--- src/rtl/mips_pkg.sv ---
// mips_pkg: ALU opcodes, forward-select encoding and shared constants for the MIPS-lite core
package mips_pkg;
  typedef enum logic [2:0] {
    ALU_AND = 3'b000,
    ALU_OR  = 3'b001,
    ALU_ADD = 3'b010,
    ALU_XOR = 3'b011,
    ALU_NOR = 3'b100,
    ALU_SUB = 3'b110,
    ALU_SLT = 3'b111
  } alu_op_t;
  typedef enum logic [1:0] {
    FWD_NONE  = 2'd0,
    FWD_EXMEM = 2'd1,
    FWD_MEMWB = 2'd2
  } fwd_sel_t;
  localparam int REG_ZERO = 0;
endpackage

--- src/rtl/fwd_mux.sv ---
// fwd_mux: picks EX/MEM, then MEM/WB, then latched data for one source operand
module fwd_mux
  import mips_pkg::*;
#(
  parameter int DW = 32,
  parameter int RW = 5
) (
  input  logic [RW-1:0] idx,
  input  logic [DW-1:0] rf_data,
  input  logic          exmem_reg_write,
  input  logic [RW-1:0] exmem_rd,
  input  logic [DW-1:0] exmem_result,
  input  logic          memwb_reg_write,
  input  logic [RW-1:0] memwb_rd,
  input  logic [DW-1:0] memwb_result,
  output logic [DW-1:0] data
);
  fwd_sel_t sel;
  always_comb begin
    sel = (exmem_reg_write && exmem_rd != RW'(REG_ZERO) && exmem_rd == idx) ? FWD_EXMEM :
          (memwb_reg_write && memwb_rd != RW'(REG_ZERO) && memwb_rd == idx) ? FWD_MEMWB : FWD_NONE;
    data = sel == FWD_EXMEM ? exmem_result : sel == FWD_MEMWB ? memwb_result : rf_data;
  end
endmodule

--- src/rtl/ex_operand_stage.sv ---
// ex_operand_stage: ID/EX register with operand forwarding and load-use bubble insertion
module ex_operand_stage
  import mips_pkg::*;
#(
  parameter int DW = 32,
  parameter int RW = 5
) (
  input  logic          clk,
  input  logic          reset,
  input  logic          id_valid,
  input  logic [DW-1:0] id_rs_data,
  input  logic [DW-1:0] id_rt_data,
  input  logic [DW-1:0] id_imm,
  input  logic [RW-1:0] id_rs,
  input  logic [RW-1:0] id_rt,
  input  logic [RW-1:0] id_rd,
  input  logic          id_alu_src,
  input  logic          id_reg_dst,
  input  logic [2:0]    id_alu_control,
  input  logic          id_reg_write,
  input  logic          id_mem_read,
  input  logic          id_mem_write,
  input  logic          id_mem_to_reg,
  input  logic          stall,
  input  logic          flush,
  input  logic          exmem_reg_write,
  input  logic [RW-1:0] exmem_rd,
  input  logic [DW-1:0] exmem_result,
  input  logic          memwb_reg_write,
  input  logic [RW-1:0] memwb_rd,
  input  logic [DW-1:0] memwb_result,
  output logic [DW-1:0] ex_a,
  output logic [DW-1:0] ex_b,
  output logic [2:0]    ex_alu_control,
  output logic [DW-1:0] ex_store_data,
  output logic [RW-1:0] ex_dest,
  output logic          ex_valid,
  output logic          ex_reg_write,
  output logic          ex_mem_read,
  output logic          ex_mem_write,
  output logic          ex_mem_to_reg,
  output logic          load_use_stall
);
  typedef struct packed {
    logic          valid;
    logic [DW-1:0] rs_data;
    logic [DW-1:0] rt_data;
    logic [DW-1:0] imm;
    logic [RW-1:0] rs;
    logic [RW-1:0] rt;
    logic [RW-1:0] dest;
    logic          alu_src;
    logic [2:0]    alu_control;
    logic          reg_write;
    logic          mem_read;
    logic          mem_write;
    logic          mem_to_reg;
  } stage_t;
  stage_t st, nxt;
  logic [DW-1:0] fwd_rs, fwd_rt;
  always_comb begin
    load_use_stall = st.valid && st.mem_read && st.dest != RW'(REG_ZERO) && id_valid &&
                     (st.dest == id_rs || st.dest == id_rt);
    nxt = (flush || load_use_stall) ? '0 : stage_t'{
      valid: id_valid, rs_data: id_rs_data, rt_data: id_rt_data, imm: id_imm,
      rs: id_rs, rt: id_rt, dest: id_reg_dst ? id_rd : id_rt, alu_src: id_alu_src,
      alu_control: id_alu_control, reg_write: id_reg_write, mem_read: id_mem_read,
      mem_write: id_mem_write, mem_to_reg: id_mem_to_reg};
  end
  // flush overrides stall; a stalled load-use hazard simply holds
  always_ff @(posedge clk or posedge reset)
    if (reset) st <= '0;
    else if (flush || !stall) st <= nxt;
  fwd_mux #(.DW(DW), .RW(RW)) u_fwd_rs (
    .idx(st.rs), .rf_data(st.rs_data),
    .exmem_reg_write(exmem_reg_write), .exmem_rd(exmem_rd), .exmem_result(exmem_result),
    .memwb_reg_write(memwb_reg_write), .memwb_rd(memwb_rd), .memwb_result(memwb_result),
    .data(fwd_rs)
  );
  fwd_mux #(.DW(DW), .RW(RW)) u_fwd_rt (
    .idx(st.rt), .rf_data(st.rt_data),
    .exmem_reg_write(exmem_reg_write), .exmem_rd(exmem_rd), .exmem_result(exmem_result),
    .memwb_reg_write(memwb_reg_write), .memwb_rd(memwb_rd), .memwb_result(memwb_result),
    .data(fwd_rt)
  );
  always_comb begin
    ex_a           = fwd_rs;
    ex_store_data  = fwd_rt;
    ex_b           = st.alu_src ? st.imm : fwd_rt;
    ex_alu_control = st.alu_control;
    ex_dest        = st.dest;
    ex_valid       = st.valid;
    ex_reg_write   = st.valid && st.reg_write;
    ex_mem_read    = st.valid && st.mem_read;
    ex_mem_write   = st.valid && st.mem_write;
    ex_mem_to_reg  = st.valid && st.mem_to_reg;
  end
endmodule

--- config.mk ---
export PLATFORM = sky130hd
export DESIGN_NAME = ex_operand_stage
export DESIGN_NICKNAME = d
export VERILOG_FILES = /design/src/rtl/mips_pkg.sv /design/src/rtl/fwd_mux.sv /design/src/rtl/ex_operand_stage.sv
export SDC_FILE = /design/constraint.sdc
export NUM_CORES = 1
export LEC_CHECK = 0
export CAP_MARGIN = 20
export CORE_ASPECT_RATIO = 1.75
export CORE_MARGIN = 2
export CORE_UTILIZATION = 33
export CTS_CLUSTER_DIAMETER = 30
export CTS_CLUSTER_SIZE = 20
export DETAILED_ROUTE_END_ITERATION = 8
export DONT_BUFFER_PORTS = 1
export PLACE_DENSITY = 0.49
export REMOVE_ABC_BUFFERS = 1
export SETUP_SLACK_MARGIN = 0.2
export SYNTH_ARGS = -nofsm -noshare
export SYNTH_HDL_FRONTEND = slang
export SYNTH_SLANG_ARGS = --single-unit
export TNS_END_PERCENT = 100
--- constraint.sdc ---
create_clock -name clk -period 4.42 [get_ports clk]
set_clock_uncertainty 0.2 [all_clocks]
set_input_delay 0.442 -clock clk [delete_from_list [all_inputs] [get_ports clk]]
set_output_delay 0.442 -clock clk [all_outputs]
set_load 0.03 [all_outputs]
==> results of run 1 <==
sequential cells by signal, indices dropped and copies added, names as in the netlist:
register,count
ex_alu_control,3
ex_dest,5
ex_valid,1
st,111
cells in the mapped netlist (2+ instances only):
master,count,area share
sky130_fd_sc_hd__or4_1,3,0.0027
sky130_fd_sc_hd__buf_12,3,0.0072
sky130_fd_sc_hd__nand3b_1,111,0.10
sky130_fd_sc_hd__a21oi_1,33,0.020
sky130_fd_sc_hd__dfrtp_1,120,0.36
sky130_fd_sc_hd__clkbuf_1,72,0.033
sky130_fd_sc_hd__xor2_1,20,0.021
sky130_fd_sc_hd__xnor2_1,10,0.011
sky130_fd_sc_hd__buf_6,14,0.019
sky130_fd_sc_hd__o21ai_0,22,0.013
sky130_fd_sc_hd__buf_2,10,0.0060
sky130_fd_sc_hd__and2_1,4,0.0030
sky130_fd_sc_hd__buf_1,2,0.00091
sky130_fd_sc_hd__o41ai_2,10,0.020
sky130_fd_sc_hd__o21a_1,2,0.0018
sky130_fd_sc_hd__nand3_1,2,0.0012
sky130_fd_sc_hd__inv_1,148,0.067
sky130_fd_sc_hd__o21ai_1,10,0.0060
sky130_fd_sc_hd__buf_4,9,0.0082
sky130_fd_sc_hd__and4_1,2,0.0021
sky130_fd_sc_hd__mux2i_1,69,0.083
sky130_fd_sc_hd__nor3_1,38,0.023
sky130_fd_sc_hd__nor2_1,33,0.015
sky130_fd_sc_hd__o41ai_1,110,0.12
sky130_fd_sc_hd__a221oi_1,32,0.034
sky130_fd_sc_hd__nand2_1,41,0.019
timing repair:
| item | 4_1_cts | 5_1_grt |
|---|---|---|
| hold buffers | 153 | 0 |
| resized for setup | 0 | 0 |
| setup endpoints to repair | 0 | 0 |
| endpoints found under the hold margin | 169 | 0 |
cell usage in the layout (no fill, tap or decap), types with 10 or more instances in the layout:
cell / instances
sky130_fd_sc_hd__dlygate4sd3_1: 150
sky130_fd_sc_hd__nor2_1: 33
sky130_fd_sc_hd__xnor2_1: 10
sky130_fd_sc_hd__inv_1: 147
sky130_fd_sc_hd__clkbuf_16: 17
sky130_fd_sc_hd__o21ai_1: 10
sky130_fd_sc_hd__mux2i_1: 69
sky130_fd_sc_hd__o41ai_2: 10
sky130_fd_sc_hd__nand3b_1: 111
sky130_fd_sc_hd__dfrtp_1: 119
sky130_fd_sc_hd__nor3_1: 38
sky130_fd_sc_hd__a21oi_1: 32
sky130_fd_sc_hd__a221oi_1: 32
sky130_fd_sc_hd__o41ai_1: 110
sky130_fd_sc_hd__nand2_1: 41
sky130_fd_sc_hd__xor2_1: 20
sky130_fd_sc_hd__buf_4: 64
sky130_fd_sc_hd__o21ai_0: 22
routing by layer:
layer,global-route usage,vias up
met5,0,-
met3,0.0492,45
li1,-,3617
met2,0.419,262
met1,0.262,3842
met4,0.0925,0
worst paths after layout:
check,start,end,slack [ns],cells after the start
worst max-delay path,st[17],ex_store_data[10],0.57,5
worst min-delay path,flush,ex_dest[1],0.02,2
worst max register to register,ex_dest[1],st[115],1.44,6
worst min register to register,st[0],st[0],0.27,2
max in group asynchronous,reset,st[97],2.72,3
min in group asynchronous,reset,ex_alu_control[2],0.41,2
through the flow:
| stage | instances | TNS (ns) |
|---|---|---|
| after floorplan | 825 | -270.48 |
| after global placement | 1203 | 0 |
| after detailed placement | 1203 | 0 |
| after CTS | 1388 | 0 |
| after global routing | 1388 | 0 |
| final | 1389 | 0 |
final cells by class:
type	instances	area [um2]	share of cell area
multi-input cells	557	4150	0.381
flip-flops and latches	120	3000	0.276
repair buffers	219	2100	0.193
inverters	148	558	0.0512
clock buffers	19	453	0.0416
well taps	312	390	0.0358
clock inverters	13	224	0.0206
diodes	1	2.50	0.000230
worst reg2reg max path, cell delays in order, from the launching register on:
cell                            delay, ns
sky130_fd_sc_hd__dfrtp_1             0.54
sky130_fd_sc_hd__or4_1               0.62
sky130_fd_sc_hd__o211ai_1            0.28
sky130_fd_sc_hd__a21oi_4             0.07
sky130_fd_sc_hd__buf_12              0.25
sky130_fd_sc_hd__o41ai_1             0.35
sky130_fd_sc_hd__dlygate4sd3_1       0.61
report_power, final:
part | internal [mW] | switching [mW]
clock network | 1.08 | 0.530
logic | 0.299 | 0.439
registers | 1.16 | 0.0572
cells by family (layout without fill, tap and decap cells):
| family | after synthesis | in the layout |
|---|---|---|
| compound gates | 221 | 221 |
| mux | 69 | 69 |
| simple gates | 237 | 237 |
| other cells | 0 | 1 |
| xor+xnor | 30 | 30 |
| flops | 120 | 120 |
| buf+inv | 258 | 399 |
==> impl_metrics.tcl, run 1 <==
set metrics [dict create \
    result_of_the_run "finished clean" \
    cts_buffers 17 \
    initial_utilization 0.337 \
    num-fill-cells 2481 \
    synth_seq_area_share 0.362 \
    finalCritPeriodShare 0.871 \
    die_w_um 124 \
    final_min_period_ns 3.85 \
    cts_max_path_buffers 2 \
    fp.coreArea_um2 24600 \
    layout-drive-gt1-share 0.111 \
    synth-simple-area-share 0.169 \
    detailedRoute.firstPassIterationCount 5 \
    worstMarginPinSlew_ns 0.958 \
    synth_adder_area_share 0 \
    crit_path_max_fanout 47 \
    placement_rows 76 \
    final_max_slew_viol_count 0 \
    routed-wl-met2_mm 17.0 \
    wirelength_mm 31.3 \
    rsz_0062_raised_after_global_routing "no" \
    drc_errors 0 \
    final_design_area_no_fill_um2 10900 \
    detail-route-antenna-nets 0 \
    synth.area.mux_share 0.0833 \
    max_stage_delay_ns 0.59 \
    num_vias 7766 \
    worstPathCellList "xor2_1 -> nor3_1 -> nand3_4 -> buf_4 -> a21oi_1" \
    grt_pass1_wl_mm 46.5 \
    wl_met1_mm 11.8 \
    fmax_mhz 260 \
    grt.total_usage 0.232 \
    max_used_layer "met4" \
    most_used_dff_post_synth "sky130_fd_sc_hd__dfrtp_1" \
    sort_of_element_at_the_end_of_the_critical_path "primary output" \
    synth.ff_latch_count 120 \
    cts-htree-levels 4 \
    place_hpwl_mm 18.3 \
    synth_top_family_by_area "compound AO/OA/AOI/OAI gates" \
    ir_drop_v 0.000224 \
    clkSlewWorstSetupHoldPaths_ns 0.06 \
    worst_path_max_delay_cell "sky130_fd_sc_hd__a21oi_1" \
    detail_route.wl_per_cell_um 22.5 \
    setup_ws_ns 0.569 \
    met3RoutedLength_mm 1.61 \
    route.detailed.vias_per_inst 5.59 \
    grt_antenna_before_repair 1 \
    cts_tree "built" \
    yosysWarnings 0 \
    timing.critical_path.arrival_ns 3.21 \
    area_share_of_xor_xnor_cells_in_the_synthesized_design 0.0317 \
    final_hold_viol_count 0 \
    slew-limit-headroom 0.361 \
    grt_overflow_total 0 \
    dieHeight_um 214 \
    synth_cell_type_count 31 \
    pwr_density_cell_nw_per_um2 328 \
    clkSinkCount 120 \
    die_area_um2 26400 \
    setup_crit_start_kind "flop" \
    mappedNetlistArea_um2 8290 \
    synth-compound-area-share 0.212 \
    timing_worst_setup_path_type "flop to primary output" \
    insertion_delay_to_the_later_sink_of_the_worst_skew_pair_ns 0.42 \
    syn-instance-count 935 \
    setup_violations 0 \
    drt_iter0_markers 481 \
    p_leak_nw 4.73 \
    buffers_on_ports 0 \
    finalPower_mw 3.57 \
    area_growth_pct 31.4 \
    hold_slack_ns 0.0231 \
    dpl_worst_slack_ns 1.02 \
    ys_async_sr_fraction 1.00 \
    max-cap-violations 0 \
    utilization 0.442 \
    grt_start_max_net_pins 137 \
    first_global_vias 8157 \
    final_nets 1264 \
    root_buf_cell "sky130_fd_sc_hd__clkbuf_16" \
    syn_avg_cell_area_um2 8.86 \
    gp_congestion 0.807 \
    io_pins 311 \
    critPathRequiredTime_ns 3.78 \
    synth_edf_count 0 \
    timing.hold.worst.class "input port to flop" \
    critical-path-top-delay-family "simple AND/OR/NAND/NOR gates" \
    cp_num_buf_inv 1 \
    postCtsSetupBuffers 0 \
    detailed_place.area_um2 8630 \
]
Note: power is estimated with default switching activity, not from simulation.
==> run 2, diff against run 1 <==
CELL_PAD_IN_SITES_DETAIL_PLACEMENT = 0   (was unset)
CELL_PAD_IN_SITES_GLOBAL_PLACEMENT = 2   (was unset)
CORE_MARGIN = 5   (was 2)
PLACE_DENSITY = unset   (was 0.49)
PLACE_DENSITY_LB_ADDON = 0.1   (was unset)
==> run 2 against run 1 <==
Net effect: global-route usage is 1.6 points lower; critical path type unchanged; total power decreased by 5.2%; non-clock buffer count up 10; clock power is 12% lower; sequential power about the same; critical endpoint is now ex_store_data[12]; first-iteration DRC count increased by 14%; clock-buffer cell count rose by 4; combinational power hardly changed; worst hold slack improved by 0.023 ns; cell count is 0.72% higher; sequential cell count unchanged.
==> impl_metrics.tcl, run 2 (synthesized netlist as in run 1, its figures left out) <==
set metrics [dict create \
    result_of_the_run "finished clean" \
    commonest_non_fill_non_tap_cell_in_the_layout "sky130_fd_sc_hd__dlygate4sd3_1" \
    clkSlewWorstSetupHoldPaths_ns 0.05 \
    layout-drive-gt1-share 0.103 \
    critical_path_cell_count 5 \
    slew-limit-headroom 0.358 \
    detail-route-antenna-nets 0 \
    mostFrequentLayoutCells "sky130_fd_sc_hd__dlygate4sd3_1 (163), sky130_fd_sc_hd__inv_1 (147), sky130_fd_sc_hd__dfrtp_1 (119)" \
    regToRegSetupSlack_ns 0.94 \
    number_of_flip_flops_in_the_largest_register 111 \
    fp.coreArea_um2 24700 \
    route.detailed.vias_per_inst 5.62 \
    grt_pass1_wl_mm 48.1 \
    rr_startpoint "ex_valid" \
    final_nets 1274 \
    worst_path_max_delay_cell "sky130_fd_sc_hd__a21oi_1" \
    sort_of_element_at_the_end_of_the_critical_path "primary output" \
    insertion_delay_to_the_later_sink_of_the_worst_skew_pair_ns 0.43 \
    postCtsSetupBuffers 0 \
    critical-path-top-delay-family "simple AND/OR/NAND/NOR gates" \
    max_stage_delay_ns 0.56 \
    crit_path_max_fanout 49 \
    drc_errors 0 \
    detailed_place.area_um2 8610 \
    timing.hold.worst.class "input port to flop" \
    critPathRequiredTime_ns 3.78 \
    grt_start_max_net_pins 190 \
    die_area_um2 28500 \
    clkSinkCount 120 \
    cts_max_path_buffers 2 \
    worstMarginPinSlew_ns 0.963 \
    detailedRoute.firstPassIterationCount 5 \
    dieHeight_um 220 \
    num_vias 7867 \
    regToRegEndpoint "st[95]" \
    cts_tree "built" \
    initial_utilization 0.335 \
    num-fill-cells 2472 \
    io_pins 311 \
    setup_crit_start_kind "flop" \
    final_hold_viol_count 0 \
    fmax_mhz 266 \
    p_leak_nw 4.76 \
    worst_setup_path_startpoint "st[17]" \
    gp_congestion 0.766 \
    worstPathCellList "xor2_1 -> nor3_1 -> nand3_4 -> buf_12 -> a21oi_1" \
    rsz_0062_raised_after_global_routing "no" \
    wirelength_mm 31.2 \
    grt.total_usage 0.217 \
    finalCritPeriodShare 0.850 \
    area_growth_pct 31.4 \
    setup_ws_ns 0.665 \
    setup.worst_path.end "ex_store_data[12]" \
    setup_violations 0 \
    detail_route.wl_per_cell_um 22.3 \
    timing.critical_path.arrival_ns 3.11 \
    place_hpwl_mm 19.5 \
    dpl_worst_slack_ns 1.08 \
    reg2regPathDepth 6 \
    timing_worst_setup_path_type "flop to primary output" \
    root_buf_cell "sky130_fd_sc_hd__clkbuf_16" \
    drt_iter0_markers 550 \
    placement_rows 76 \
    grt_overflow_total 0 \
    ir_drop_v 0.000215 \
    grt_antenna_before_repair 1 \
    cts_buffers 17 \
    final_min_period_ns 3.76 \
    finalPower_mw 3.38 \
    cp_num_buf_inv 1 \
    cts-htree-levels 4 \
    pwr_density_cell_nw_per_um2 311 \
    max-cap-violations 0 \
    first_global_vias 8555 \
    final_design_area_no_fill_um2 10900 \
    die_w_um 130 \
    buffers_on_ports 0 \
    final_max_slew_viol_count 0 \
    largest_register "st" \
]
-- run 2: routing by layer --
layer / track usage / wire length [um] / share of wire
met5: 0 / 0 / 0
met4: 0.103 / 1100 / 0.035
met3: 0.0512 / 2160 / 0.069
met2: 0.376 / 16200 / 0.52
met1: 0.248 / 11700 / 0.38
-- run 2: repair_timing --
action | 4_1_cts | 5_1_grt
hold buffers | 165 | 0
gates resized for setup | 0 | 0
hold endpoints to repair | 162 | 0
-- run 2: power by group --
part	total (mW)	internal, mW	switching (mW)
Sequential	1.22	1.16	0.0621
Clock	1.42	0.910	0.514
Combinational	0.736	0.303	0.433
-- run 2: worst register-to-register path: cells and delay by family (launching register included) --
family                 cells  cell delay [ns]
and+or+nand+nor            1             0.41
DFF                        1             0.60
buffers and inverters      2             1.13
AOI/OAI and AO/OA          3             1.03
-- run 2: area by class of cell --
cell class	count	area, um2	area share
multi-input combinational	557	4150	0.381
inverter	148	558	0.0512
clock buffer	23	468	0.0430
tap	312	390	0.0358
clock inverter	9	123	0.0113
sequential	120	3000	0.276
timing repair buffer	229	2190	0.201
antenna	1	2.50	0.000230
-- run 2: worst min path at each step --
| stage | start | to | slack [ns] | depth (start not counted) |
|---|---|---|---|---|
| floorplan | st[0] | st[0] | 0.24 | 2 |
| global placement | reset | st[16] | 0.23 | 1 |
| detailed placement | reset | st[16] | 0.24 | 1 |
| CTS | stall | st[70] | 0.0003 | 2 |
| global route | id_rt[4] | st[17] | 0.02 | 2 |
| finish | flush | st[50] | 0.05 | 2 |
-- run 2: metrics by stage --
step,hold slack [ns],cells,utilization,TNS [ns]
2_1_floorplan,0.236,825,-,-270.48
3_3_place_gp,0.227,1201,0.348,0
3_5_place_dp,0.236,1201,0.348,0
4_1_cts,0.000284,1398,0.440,0
5_1_grt,0.0203,1399,0.440,0
6_report,0.0466,1399,0.440,0
